==> config.mk <==
export PLATFORM = sky130hd
export DESIGN_NAME = pipe_hazard_ctrl
export DESIGN_NICKNAME = d
export VERILOG_FILES = /design/src/rtl/pipe_hazard_ctrl.sv
export SDC_FILE = /design/constraint.sdc
export NUM_CORES = 1
export LEC_CHECK = 0
export CORE_ASPECT_RATIO = 1.2
export CORE_MARGIN = 2
export CORE_UTILIZATION = 35
export DETAILED_ROUTE_END_ITERATION = 10
export PLACE_DENSITY = 0.74
export SLEW_MARGIN = 20
export SYNTH_ARGS = -nofsm -noshare
export SYNTH_HDL_FRONTEND = slang
export SYNTH_SLANG_ARGS = --single-unit
==> constraint.sdc <==
create_clock -name clk -period 2 [get_ports clk]
set_clock_uncertainty 0.05 [all_clocks]
set_input_delay 0.2 -clock clk [delete_from_list [all_inputs] [get_ports clk]]
set_output_delay 0.2 -clock clk [all_outputs]
set_load 0.01 [all_outputs]
==> src/rtl/pipe_hazard_ctrl.sv <==
// rtl/pipe_hazard_ctrl.sv - in-order pipeline stall/flush/bubble control with live-instruction tracking
module pipe_hazard_ctrl #(
    parameter int STAGES = 5,
    parameter int CNT_W  = 16
) (
    input  logic              clk,
    input  logic              resetn,
    input  logic              i_halt,
    input  logic [STAGES-1:0] i_stall_req,
    input  logic [STAGES-1:0] i_flush_req,
    output logic [STAGES-1:0] o_adv,
    output logic [STAGES-1:0] o_bubble,
    output logic [STAGES-1:0] o_valid,
    output logic [CNT_W-1:0]  o_stall_cnt
);

    logic [STAGES-1:0] flush_v;
    logic [STAGES-1:0] stall_eff;
    logic [STAGES-1:0] kill;
    logic [STAGES-1:0] freeze;
    logic [STAGES-1:0] valid_nxt;
    logic              any_stall;

    // kill[j]: some valid stage older than j flushes, so the instruction in j is dead.
    // freeze[k]: an effective stall sits at k or above, so k cannot advance.
    always_comb begin
        flush_v            = i_flush_req & o_valid;
        kill               = '0;
        for (int j = STAGES - 2; j >= 0; j--) begin
            kill[j] = kill[j+1] | flush_v[j+1];
        end
        stall_eff          = i_stall_req & o_valid & ~kill;
        any_stall          = |stall_eff;
        freeze             = '0;
        freeze[STAGES-1]   = stall_eff[STAGES-1];
        for (int k = STAGES - 2; k >= 0; k--) begin
            freeze[k] = freeze[k+1] | stall_eff[k];
        end
    end

    always_comb begin
        o_adv    = '0;
        o_bubble = '0;
        if (!i_halt) begin
            o_adv = ~freeze;
            for (int k = 1; k < STAGES; k++) begin
                o_bubble[k] = freeze[k-1] & ~freeze[k];
            end
        end
    end

    // Dead instructions are dropped wherever they land: in place if frozen,
    // or in the next stage if they would have moved on.
    always_comb begin
        valid_nxt = o_valid;
        if (!i_halt) begin
            valid_nxt[0] = o_adv[0] | (o_valid[0] & ~kill[0]);
            for (int k = 1; k < STAGES; k++) begin
                if (o_adv[k]) begin
                    valid_nxt[k] = ~o_bubble[k] & o_valid[k-1] & ~kill[k-1];
                end else begin
                    valid_nxt[k] = o_valid[k] & ~kill[k];
                end
            end
        end
    end

    always_ff @(posedge clk) begin
        if (!resetn) begin
            o_valid     <= '0;
            o_stall_cnt <= '0;
        end else begin
            o_valid <= valid_nxt;
            if ((i_halt || any_stall) && (o_stall_cnt != {CNT_W{1'b1}})) begin
                o_stall_cnt <= o_stall_cnt + 1'b1;
            end
        end
    end

endmodule

After elaboration in Yosys (flattened, before gate mapping). Cells that the tools add are included.

Input bits: 13. Output and inout bits: 31. ROM bits: 0. Bits in latches: 0. Memories: 0. Flip-flop bits (word level): 21. RAM bits: 0.

Bitwise gates (word level): 42. Shift operators: 0. Reductions and logical operators: 4. Magnitude comparators: 0. Divide/modulo/power cells: 0. Multipliers: 0. $add $sub $neg: 1. Muxes and demuxes: 5. Equality and inequality tests: 1.

Operators with widths (count): $add 16x1->16 const B (1); $and 1x1->1 (16); $ne 16x16->1 const B (1); $and 5x5->5 (3); $not 1->1 (13); $or 1x1->1 (8); $mux 5 (1); $not 4->5 (1); $not 5->5 (1); $reduce_or 5->1 (1); $mux 4 (1); $mux 1 (3); $reduce_and 2->1 (1); $logic_and 1x1->1 (1); $logic_or 1x1->1 (1).

Logic depth before layout (Yosys ltp). Gate-level depths: netlist (run 1).

Word-level depth: 16. Depth in mapped cells: 8. Depth with buffers taken out: 6.

Worst setup path before layout (run 1). Ideal clock, no wire load.

Kind: register to register. Start: register o_stall_cnt[0]. End: register o_stall_cnt[0]. Setup slack: -0.210 ns. Arrival time: 2.090 ns. Data required time: 1.880 ns. Library setup time: 0.070 ns. Buffers on the path: 2. Stages on the path, launching flop included: 9. Cells stage by stage: dfxtp_1 ha_1 nand3_1 or4b_1 nor3_2 buf_4 buf_4 o21ai_0 a21oi_1.

Cells in the longest elaborated chain, start to end: 2. Elaborated cells between the ends (all ways): 3.

Ends and longest elaborated chain: start: declaration (line 14) `output logic [CNT_W-1:0] o_stall_cnt`; start signal: assignment (line 75) `o_stall_cnt <= o_stall_cnt + 1'b1;`; parallel branches: the longest is 2 deep, another holds $add 16x1->16.

Parallel ways; which one is timed is not known. A chain may end at the register's enable or synchronous reset.

Final worst setup path (run 1).
Start: register o_stall_cnt[3]. End: register o_stall_cnt[3].

The elaborated chain is that of the path after synthesis.

==> results.txt, run 1 <==
The flow ran to the end, but the final reports show violations. The final reports fail on setup timing. The number of antenna-violating nets in the routed design came out at 0. Of the cells placed in the final design, the portion with a size suffix greater than 1 is 39.9%. The portion of total power attributed to sequential cells is 42.0%. The net count after synthesis is 166. The part of the total power dissipated in the clock network is 27.7%. In the routed design, unresolved DRC markers number 0. The final critical delay including setup and external delays came out at 2.17 ns.

The initial core utilization is 36.8%. In the final design database the tool counted 253 nets. Entering global routing, the biggest net connects 24 pins. After routing, the total negative slack on setup checks comes to -1.06 ns.

The DRC marker count from the first detailed-route iteration came out at 76. The first-pass GRT wire length is 6580 µm. The average wire length per cell after detail routing came out at 18.4 µm.

After synthesis the cells add up to 0.00123 mm². The peak ir drop on the vdd network is 343 µV. The library cells used most frequently in the layout, excluding fill and tap cells, are sky130_fd_sc_hd__buf_4, sky130_fd_sc_hd__clkdlybuf4s50_1, sky130_fd_sc_hd__nand2_1. The clock tree from TritonCTS is yes. The count of standard-cell rows came out at 23. The switching fraction of total power came out at 28.9%.

The area taken by flip-flops and latches is 435 µm². The insertion delay to the later sink of the worst-skew pair is 0.27 ns. For this run, the slowest stage of the critical path takes 0.60 ns.

The number of fillers in the final layout came out at 232. The number of I/O pins came out at 44. The floorplan core area came out at 0.00334 mm². The endpoint identified for the worst register-to-register timing path is o_stall_cnt[3]. The worst hold path was traced through 2 stages. Walking the worst path, the cells encountered are nand3_1 -> or4b_4 -> nor3_4 -> clkbuf_16 -> o31ai_1 -> a21oi_1.

The clock passes through at most 2 buffers. STA classifies the critical path startpoint as a flop. With fillers left out, the area of the finished cells amounts to 0.00237 mm². The path type of the worst min-delay path is reg -> reg. The worst register-to-register path has a setup slack of -0.17 ns.

The x dimension of the die is 58.1 µm. The required time of the worst setup path came out at 2.14 ns. The count of cell types in the netlist came out at 37. The number of max-slew violations in the final report came out at 0.

Global routing used 21.2% of the available tracks across all layers. The power density over cell area came out at 440 mW/mm². The top fanout value on the critical path is 6.

The total of warnings raised by yosys is 0. The via-per-instance ratio came out at 5.85. The clock slew seen by the registers of the worst setup and hold paths is 0.08 ns. The number of buffers inserted by hold repair at cts came out at 0. The final hold violation count came out at 0.

The combinational share of power is 30.3%. The total clock buffers created by CTS is 3. The data arrival time of the critical path came out at 2.31 ns. Counting every instance in the synthesized netlist gives 152. The worst hold path begins at o_stall_cnt[10].

The relative area change from synthesis to final layout came out at 93.1%. The number of I/O port buffers came out at 41. The tool flagged a number of max-cap violations equal to 0. The mean area per synthesized cell came out at 8.08 µm². The path with the worst hold slack has its endpoint at o_stall_cnt[10]. The number of detailed-routing iterations run before antenna repair is 4. The total via count after detailed routing came out at 1610. The internal power of the cells totals 0.743 mW. CTS built an H-tree with a depth of 1. The number of global-route vias before repair came out at 1465. The most common cell after layout, fill and taps aside is sky130_fd_sc_hd__buf_4. The number of antenna violations at the first check in global routing is 0. The clock drives 21 sinks. The worst-case hold slack is 0.443 ns.

Setup repair after global routing could not meet its margin everywhere. The final cycle utilization of the critical path came out at 109%. The post-DP HPWL is 2800 µm. The worst setup path is of the reg -> reg kind. The CTS root buffer is sky130_fd_sc_hd__clkbuf_8. The antenna diode count came out at 0. The final wirelength is 5050 µm.

The area of combinational cells with multiple inputs is 935 µm². The cell at the slowest stage of the critical path is sky130_fd_sc_hd__or4b_4. The aggregate global routing overflow is 0. The final-report setup violation count is 16.

The area enclosed by the die boundary is 0.00400 mm². Once placement finished, the instance area stood at 0.00194 mm². The analysis attributes to net switching a power of 0.302 mW.

The register area share after synthesis is 34.2%. The floorplan die height is 68.9 µm. The logic depth of the worst register-to-register path came out at 6. The leakage power came out at 0.898 nW. The worst setup path is captured at a flop.

Routability-driven placement finished with a final weighted congestion of 0.785. For this run, the top clock speed supported by timing is 460 MHz. The startpoint identified for the worst register-to-register timing path is o_stall_cnt[3].

The post-route worst setup slack came out at -0.172 ns. The number of synthesized register bits came out at 21.
sequential cells by signal, indices dropped and copies added (netlist names):
signal	count
o_stall_cnt	16
o_valid	5
synth_stat cells, drive strengths merged:
cell type | n | area share, %
nor3b | 2 | 1.2
nor4 | 2 | 2.0
o311a | 3 | 2.4
or4 | 7 | 4.3
conb | 1 | 0.31
nand4 | 4 | 2.0
o211ai | 1 | 0.61
o31ai | 9 | 5.5
or4b | 1 | 0.81
nor3 | 4 | 2.0
a221oi | 2 | 1.4
o21bai | 1 | 0.61
and4 | 2 | 1.6
a22oi | 1 | 0.61
a21boi | 1 | 0.61
dfxtp | 21 | 34
nand2 | 17 | 5.2
nand3b | 1 | 0.61
or3 | 2 | 1.0
buf | 5 | 3.4
nor2 | 8 | 2.4
nand2b | 6 | 3.1
a31oi | 2 | 1.0
clkbuf | 3 | 0.92
nand3 | 12 | 4.9
a21o | 1 | 0.61
mux2i | 5 | 4.1
ha | 1 | 1.0
o21ai | 3 | 1.2
a222oi | 1 | 0.81
inv | 9 | 2.7
and3 | 1 | 0.51
a21oi | 12 | 4.9
nor4b | 1 | 1.2
through the flow:
step	power, mW	utilization [%]	setup slack [ns]	instances
2_1_floorplan	0.553	-	-0.0993	152
3_3_place_gp	0.677	58.1	-0.259	253
3_5_place_dp	0.683	58.1	-0.315	253
4_1_cts	0.985	62.2	0.00548	261
5_1_grt	1.08	71.1	-0.178	275
6_report	1.04	71.1	-0.172	275
power groups by stage:
stage               clock network (mW)  registers [mW]  logic [mW]
floorplan                            0           0.459      0.0938
global placement                     0           0.447       0.230
detailed placement                   0           0.447       0.235
CTS                              0.287           0.438       0.260
global route                     0.311           0.440       0.332
finish                           0.289           0.439       0.317
repair_timing:
| action | CTS | global route |
|---|---|---|
| endpoints found under the setup margin | 17 | 18 |
| resized for setup | 24 | 39 |
| gates cloned | 1 | 5 |
| pin swaps | 6 | 17 |
| setup buffers | 3 | 9 |
| endpoints found under the hold margin | 0 | 0 |
critical path: cells and delay by family (launching register included):
kind | cells | cell delay, ns
AND/OR/NAND/NOR | 3 | 1.12
flip-flops | 1 | 0.38
AO/OA/AOI/OAI | 2 | 0.28
buffers and inverters | 1 | 0.25
layer usage:
layer	vias to the layer above	global-route usage, %	wire (µm)
met4	0	7.85	175
met1	773	22.4	1840
met2	83	41.3	2770
li1	738	-	-
met3	16	4.29	263
met5	-	0	0
cell type report:
cell class	count	area share [%]
multi-input cells	114	39.4
well taps	37	1.95
inverters	9	1.42
clock buffers	4	1.90
repair buffers	90	37.0
flip-flops and latches	21	18.4
kinds of logic (layout without fill, tap and decap cells):
group / Yosys count / after routing / synth area share, %
AOI/OAI and AO/OA: 37 / 37 / 20.4
adders and majority gates: 1 / 1 / 1.02
buffers and inverters: 17 / 103 / 7.03
DFF: 21 / 21 / 34.2
muxes: 5 / 5 / 4.07
other: 1 / 1 / 0.305
and+or+nand+nor: 70 / 70 / 33.0
worst max path at each step:
stage | start | endpoint | cells past startpoint
after floorplan | o_valid[4] | o_stall_cnt[6] | 7
after global placement | i_flush_req[4] | o_bubble[2] | 7
after detailed placement | i_flush_req[4] | o_stall_cnt[8] | 8
after CTS | o_valid[4] | o_stall_cnt[8] | 7
after global routing | o_stall_cnt[0] | o_stall_cnt[3] | 7
final | o_stall_cnt[3] | o_stall_cnt[3] | 6
(Power assumes the default switching activity.)
==> run 2, diff against run 1 <==
CORE_UTILIZATION = 40   (was 35)
PLACE_DENSITY = 0.76   (was 0.74)
==> run 2 against run 1 <==
  * The flow still finishes with violations (setup timing)
  * Cell count fell by 3.3%
  * Utilization is 0.84 points lower
  * Die area shrank 12%
  * Clock power fell by 26%
  * Register-to-register slack improved by 0.09 ns
  * Critical path type unchanged
==> results.txt, run 2 (synthesized netlist as in run 1, its figures left out) <==
The clock reaches the later pin of the worst-skew pair after 0.31 ns. The tree built by TritonCTS fans out to 21 sinks. Input and output buffers added on the ports amount to 41. For this run, design rule violations remaining after detail routing come to 0. The run finished, with violations left. After detailed placement, the design holds a cell count of 250.

The leakage power is 0.803 nW. The final critical delay including setup and external delays is 2.08 ns. The final standard cell count with taps included and fillers excluded is 266. The final cell area excluding filler cells is 0.00211 mm². Of all nets on the critical path, the largest fanout is 11. The total global-route track usage is 24.1%. The total via count after detailed routing is 1501.

The worst-case hold slack came out at 0.440 ns. The peak ir drop on the vdd network came out at 242 µV. The clock slew seen by the registers of the worst setup and hold paths came out at 0.13 ns. The final-report setup violation count is 9.

After detailed routing, the number of vias per cell comes to 5.64. The data arrival time of the critical path came out at 2.28 ns. The average wire length per cell after detail routing is 15.4 µm. The path class of the tightest hold or removal check is in -> reg.

The worst setup path is launched from a flop. Fill cells in the final layout number 239. The weighted congestion at the end of routability-driven global placement is 0.791.

The highest achievable clock rate came out at 481 MHz. The floorplan die height is 64.7 µm. The final hold violation count came out at 0. The clock tree from TritonCTS is yes. STA classifies the critical path endpoint as a flop.

The number of antenna-violating nets in the routed design is 0. The level count of the clock H-tree is 1. The final wirelength came out at 4090 µm.

The required time of the worst setup path is 2.20 ns. The placed instances occupy a cell area of 0.00193 mm². The worst setup path category is reg -> reg. The post-route worst setup slack came out at -0.0775 ns. The number of I/O pins came out at 44.

The initial core utilization is 41.0%. Total power for the finished layout comes to 0.935 mW. The total clock buffers created by CTS is 3. The relative area change from synthesis to final layout is 71.5%.

The number of global-route vias before repair came out at 1479. The net count reported at finish is 245. The final-layout setup total negative slack is -0.330 ns. For this block, the initial DRC count from the detailed router was 45.

In this run the deepest clock path goes through 2 buffers. The final reports fail on setup timing. Setup repair after global routing could not meet its margin everywhere. The antenna diode count is 0. After floorplanning, the core was divided into 22 placement rows. The area enclosed by the die boundary is 0.00353 mm². The aggregate global routing overflow came out at 0. The power density over cell area is 444 mW/mm². The x dimension of the die came out at 54.6 µm. After floorplanning, the core was sized to cover 0.00300 mm². The final cycle utilization of the critical path is 104%.

In the final layout, the registers with the most flip-flops are o_stall_cnt x16, o_valid x5. The max-capacitance violation count came out at 0. The pre-CTS setup slack is -0.361 ns. The first-pass GRT wire length came out at 6500 µm. Entering global routing, the biggest net connects 24 pins. Leaving out fill and tap cells, the most frequent cells in the layout are sky130_fd_sc_hd__buf_4, sky130_fd_sc_hd__clkdlybuf4s50_1, sky130_fd_sc_hd__dfxtp_1. The most common cell after layout, fill and taps aside is sky130_fd_sc_hd__buf_4. The post-DP HPWL came out at 2730 µm. CTS placed an instance of sky130_fd_sc_hd__clkbuf_4 at the clock tree root.

The register with the most flip-flops is o_stall_cnt. The register with the most flip-flops in the layout has 16 of them. The pre-antenna-repair detailed-routing pass consisted of 4 iterations. The number of max-slew violations in the final report was 0. The number of antenna violations at the first check in global routing came out at 0. The post-layout utilization of the core is 70.2%. The ratio of cells with drive above 1 in the final layout came out at 33.0%.
run 2: worst paths after layout:
path / startpoint / endpoint / depth (start not counted) / slack, ns
setup / recovery: o_valid[4] / o_stall_cnt[10] / 8 / -0.08
hold reg to reg: o_stall_cnt[5] / o_stall_cnt[5] / 2 / 0.48
hold / removal: i_flush_req[4] / o_valid[3] / 4 / 0.44
setup reg to reg: o_valid[4] / o_stall_cnt[10] / 8 / -0.08
run 2: final cells by class:
class	instances	area, µm²	share of cell area (%)
multi-input combinational	114	840	39.8
timing repair buffer	82	734	34.9
sequential	21	428	20.3
clock buffer	4	26.3	1.25
tap	36	45.0	2.14
inverter	9	33.8	1.60
run 2: critical path, cell delays in order, from the launching register on:
cell                       delay, ns
sky130_fd_sc_hd__dfxtp_4        0.38
sky130_fd_sc_hd__a222oi_1       0.33
sky130_fd_sc_hd__buf_4          0.19
sky130_fd_sc_hd__buf_6          0.10
sky130_fd_sc_hd__nand3_4        0.06
sky130_fd_sc_hd__and4_4         0.19
sky130_fd_sc_hd__buf_12         0.14
sky130_fd_sc_hd__or4_4          0.41
sky130_fd_sc_hd__a21oi_2        0.15
run 2: timing repair:
| item | in CTS | in global routing |
|---|---|---|
| buffers inserted | 9 | 3 |
| endpoints found under the setup margin | 16 | 21 |
| resized for setup | 25 | 18 |
| hold buffers | 0 | 0 |
| pin swaps | 5 | 11 |
run 2: power by group:
| group | switching (mW) | internal (mW) | total, mW |
|---|---|---|---|
| logic | 0.129 | 0.151 | 0.281 |
| clock network | 0.137 | 0.0780 | 0.215 |
| registers | 0.00816 | 0.430 | 0.439 |
| total | 0.275 | 0.660 | 0.935 |
run 2: metal layers:
layer / track usage, % / up-vias / wire [µm]
li1: - / 727 / -
met1: 28.1 / 701 / 1590
met2: 42.7 / 69 / 2180
met4: 6.25 / 0 / 34
met3: 5.07 / 4 / 277
met5: 0 / - / 0
==> run 3, diff against run 2 <==
CTS_BUF_LIST = sky130_fd_sc_hd__clkbuf_8 sky130_fd_sc_hd__clkbuf_16   (was unset)
==> run 3 against run 2 <==
  * The run still ends with setup timing left
  * Count of clock-buffer cells in the layout down 1
  * Maximum frequency decreased by 0.56%
  * Sequential power about the same
  * Die area stayed put
  * First-iteration DRC count shrank 31%
  * Clock power rose by 30%
  * Critical path type unchanged
  * Register-to-register slack barely moved
  * Final area increased by 0.53%
  * Worst hold slack better by 0.026 ns
==> results.txt, run 3 (synthesized netlist as in run 1, its figures left out) <==
The flow ran to the end, but the final reports show violations. The final reports fail on setup timing. Data on the critical path arrives at its endpoint at 2.24 ns. The critical path launch point type is a flop. The final cycle utilization of the critical path came out at 104%. The maximum clock insertion buffer count came out at 2. The source of the worst hold timing path is o_stall_cnt[5].

For this configuration, the core starts out at a cell density of 41.0%. The startpoint identified for the worst register-to-register timing path is o_valid[4]. The top fanout value on the critical path is 13. The highest achievable clock rate came out at 479 MHz. The number of flip-flops under the largest register name came out at 16. Across all layers, the routed design uses 1488 vias.

The final hold violation count came out at 0. The analysis attributes to cell leakage a power of 0.827 nW. The total area inside the core boundary comes to 0.00300 mm².

The minimum setup slack among reg-to-reg paths came out at -0.09 ns. The count of cells in the finished layout, fillers not included, comes to 265. Before antenna repair, the detailed router went through 4 iterations. Dividing total power by cell area gives a power density of 470 mW/mm². Leaving out fill and tap cells, the most frequent cells in the layout are sky130_fd_sc_hd__buf_4, sky130_fd_sc_hd__clkdlybuf4s50_1, sky130_fd_sc_hd__dfxtp_1.

The clock net sink count came out at 21. Cells fill 70.6% of the core in the end. The number of max-slew violations in the final report is 0. The startpoint of the most critical setup path is o_valid[4]. The final critical delay including setup and external delays came out at 2.09 ns.

For this run the aggregate overflow at the end of global routing stands at 0. The path type of the worst min-delay path is reg -> reg. The antenna diode count came out at 0. Counting flops per register, the top entry is o_stall_cnt. The placed instance count came out at 250. The root buffer cell chosen for the clock tree is sky130_fd_sc_hd__clkbuf_8.

Pin placement for this block handled 44 I/O pins. STA puts the critical path data required time at 2.15 ns. Among all stages on the critical path, the largest delay is contributed by sky130_fd_sc_hd__or4_4. The worst setup path is of the reg -> reg kind. The final wirelength is 3980 µm. The net count of the finished layout is 244.

The critical path buffer and inverter count is 3. Broken down by cell family, the worst path's largest delay share belongs to simple AND/OR/NAND/NOR gates. The clock slew seen by the registers of the worst setup and hold paths is 0.08 ns. The number of global-route vias before repair came out at 1450.

The number of fillers in the final layout came out at 242. The logic depth of the worst register-to-register path came out at 8. The maximum number of pins on one net before global-route repair came out at 24. The DRC marker count from the first detailed-route iteration is 31. The first global-routing pass estimated 6470 µm of wire. The number of antenna-violating nets in the routed design is 0. The most common cell after layout, fill and taps aside is sky130_fd_sc_hd__buf_4. In this run the critical register-to-register path is captured at o_stall_cnt[10]. The total global-route track usage is 24.6%. Across all setup checks in the final design, the least slack found is -0.0892 ns.

The x dimension of the die came out at 54.6 µm. The total clock buffers created by CTS is 3. The peak ir drop on the vdd network came out at 392 µV.

The number of antenna violations at the first check in global routing is 0. Cells with a size suffix above 1 make up 31.4% of the layout. CTS built an H-tree with a depth of 1. Using the TritonRoute via totals, the vias-per-cell ratio works out to 5.62.

Relative to the synthesized area, the layout overhead comes to 72.4%. STA classifies the critical path endpoint as a flop. In the final layout, the registers with the most flip-flops are o_stall_cnt x16, o_valid x5. The highest cell delay on the worst timing path came out at 0.41 ns. For hold timing, the worst endpoint is o_stall_cnt[5]. Setup repair after global routing could not meet its margin everywhere. The floorplan die height is 64.7 µm. The number of I/O port buffers is 41.

The critical path goes through a222oi_1 -> buf_4 -> buf_6 -> nand3_4 -> and4_4 -> buf_12 -> or4_4 -> a21oi_2. The instance count along the most critical hold path came out at 2. The post-DP HPWL is 2730 µm. TritonCTS built the clock tree. The die covers 0.00353 mm². The final-report setup violation count came out at 10.

The average wire length per cell after detail routing is 15.0 µm. After detailed routing, the number of remaining DRC violations is 0. The number of buffers inserted by hold repair at cts is 0. Max-cap violations in this run came to 0. The insertion delay to the later sink of the worst-skew pair is 0.27 ns. The weighted congestion at the end of routability-driven global placement came out at 0.791. The count of standard-cell rows came out at 22.
==> run 3: through the flow <==
step                setup WS [ns]  hold slack [ns]  TNS (ns)  instance area, µm²  total power [mW]
floorplan                 -0.0993            0.262    -0.961                1290             0.553
global placement           -0.294            0.432     -4.74                1930             0.681
detailed placement         -0.361            0.452     -5.59                1930             0.689
CTS                       -0.0255            0.462   -0.0589                2050             0.985
global route               -0.109            0.490    -0.745                2120              1.05
finish                    -0.0892            0.467    -0.438                2120             0.997
==> run 3: layout make-up <==
cell class,instances,area (µm²),share of cell area [%]
Multi-Input combinational cell,114,830,39.2
Timing Repair Buffer,81,737,34.8
Sequential cell,21,428,20.2
Tap cell,36,45.0,2.13
Clock buffer,3,41.3,1.95
Inverter,9,33.8,1.59
Clock inverter,1,3.75,0.177
==> run 3: routing by layer <==
| metal | share of wire [%] | routed length, µm | GRT usage [%] | vias to the layer above |
|---|---|---|---|---|
| li1 | - | - | - | 720 |
| met1 | 38 | 1520 | 27.7 | 697 |
| met2 | 53 | 2090 | 42.9 | 62 |
| met3 | 7.4 | 294 | 6.22 | 9 |
| met4 | 1.8 | 73 | 8.44 | 0 |
| met5 | 0 | 0 | 0 | - |
==> run 3: what timing repair did <==
action / in CTS / in global routing
gates resized for setup: 22 / 17
buffers inserted: 7 / 4
pin swaps: 4 / 6
setup endpoints to repair: 16 / 18
==> run 3: worst max-delay path by stage <==
stage / cells past startpoint / to / slack [ns]
floorplan: 7 / o_stall_cnt[6] / -0.1
global placement: 7 / o_bubble[2] / -0.29
detailed placement: 8 / o_stall_cnt[15] / -0.36
CTS: 8 / o_stall_cnt[15] / -0.03
global route: 8 / o_stall_cnt[10] / -0.11
finish: 8 / o_stall_cnt[10] / -0.09
==> run 3: worst register-to-register path: cells and delay by family, from the launching register on <==
family	cells	cell delay, ns
AO/OA/AOI/OAI	2	0.51
buffers and inverters	3	0.43
flip-flops	1	0.36
AND/OR/NAND/NOR	3	0.67
==> run 3: report_power, final <==
part	internal [mW]	switching (mW)	leakage [nW]
registers	0.430	0.00809	0.172
logic	0.151	0.128	0.628
clock network	0.137	0.142	0.0269
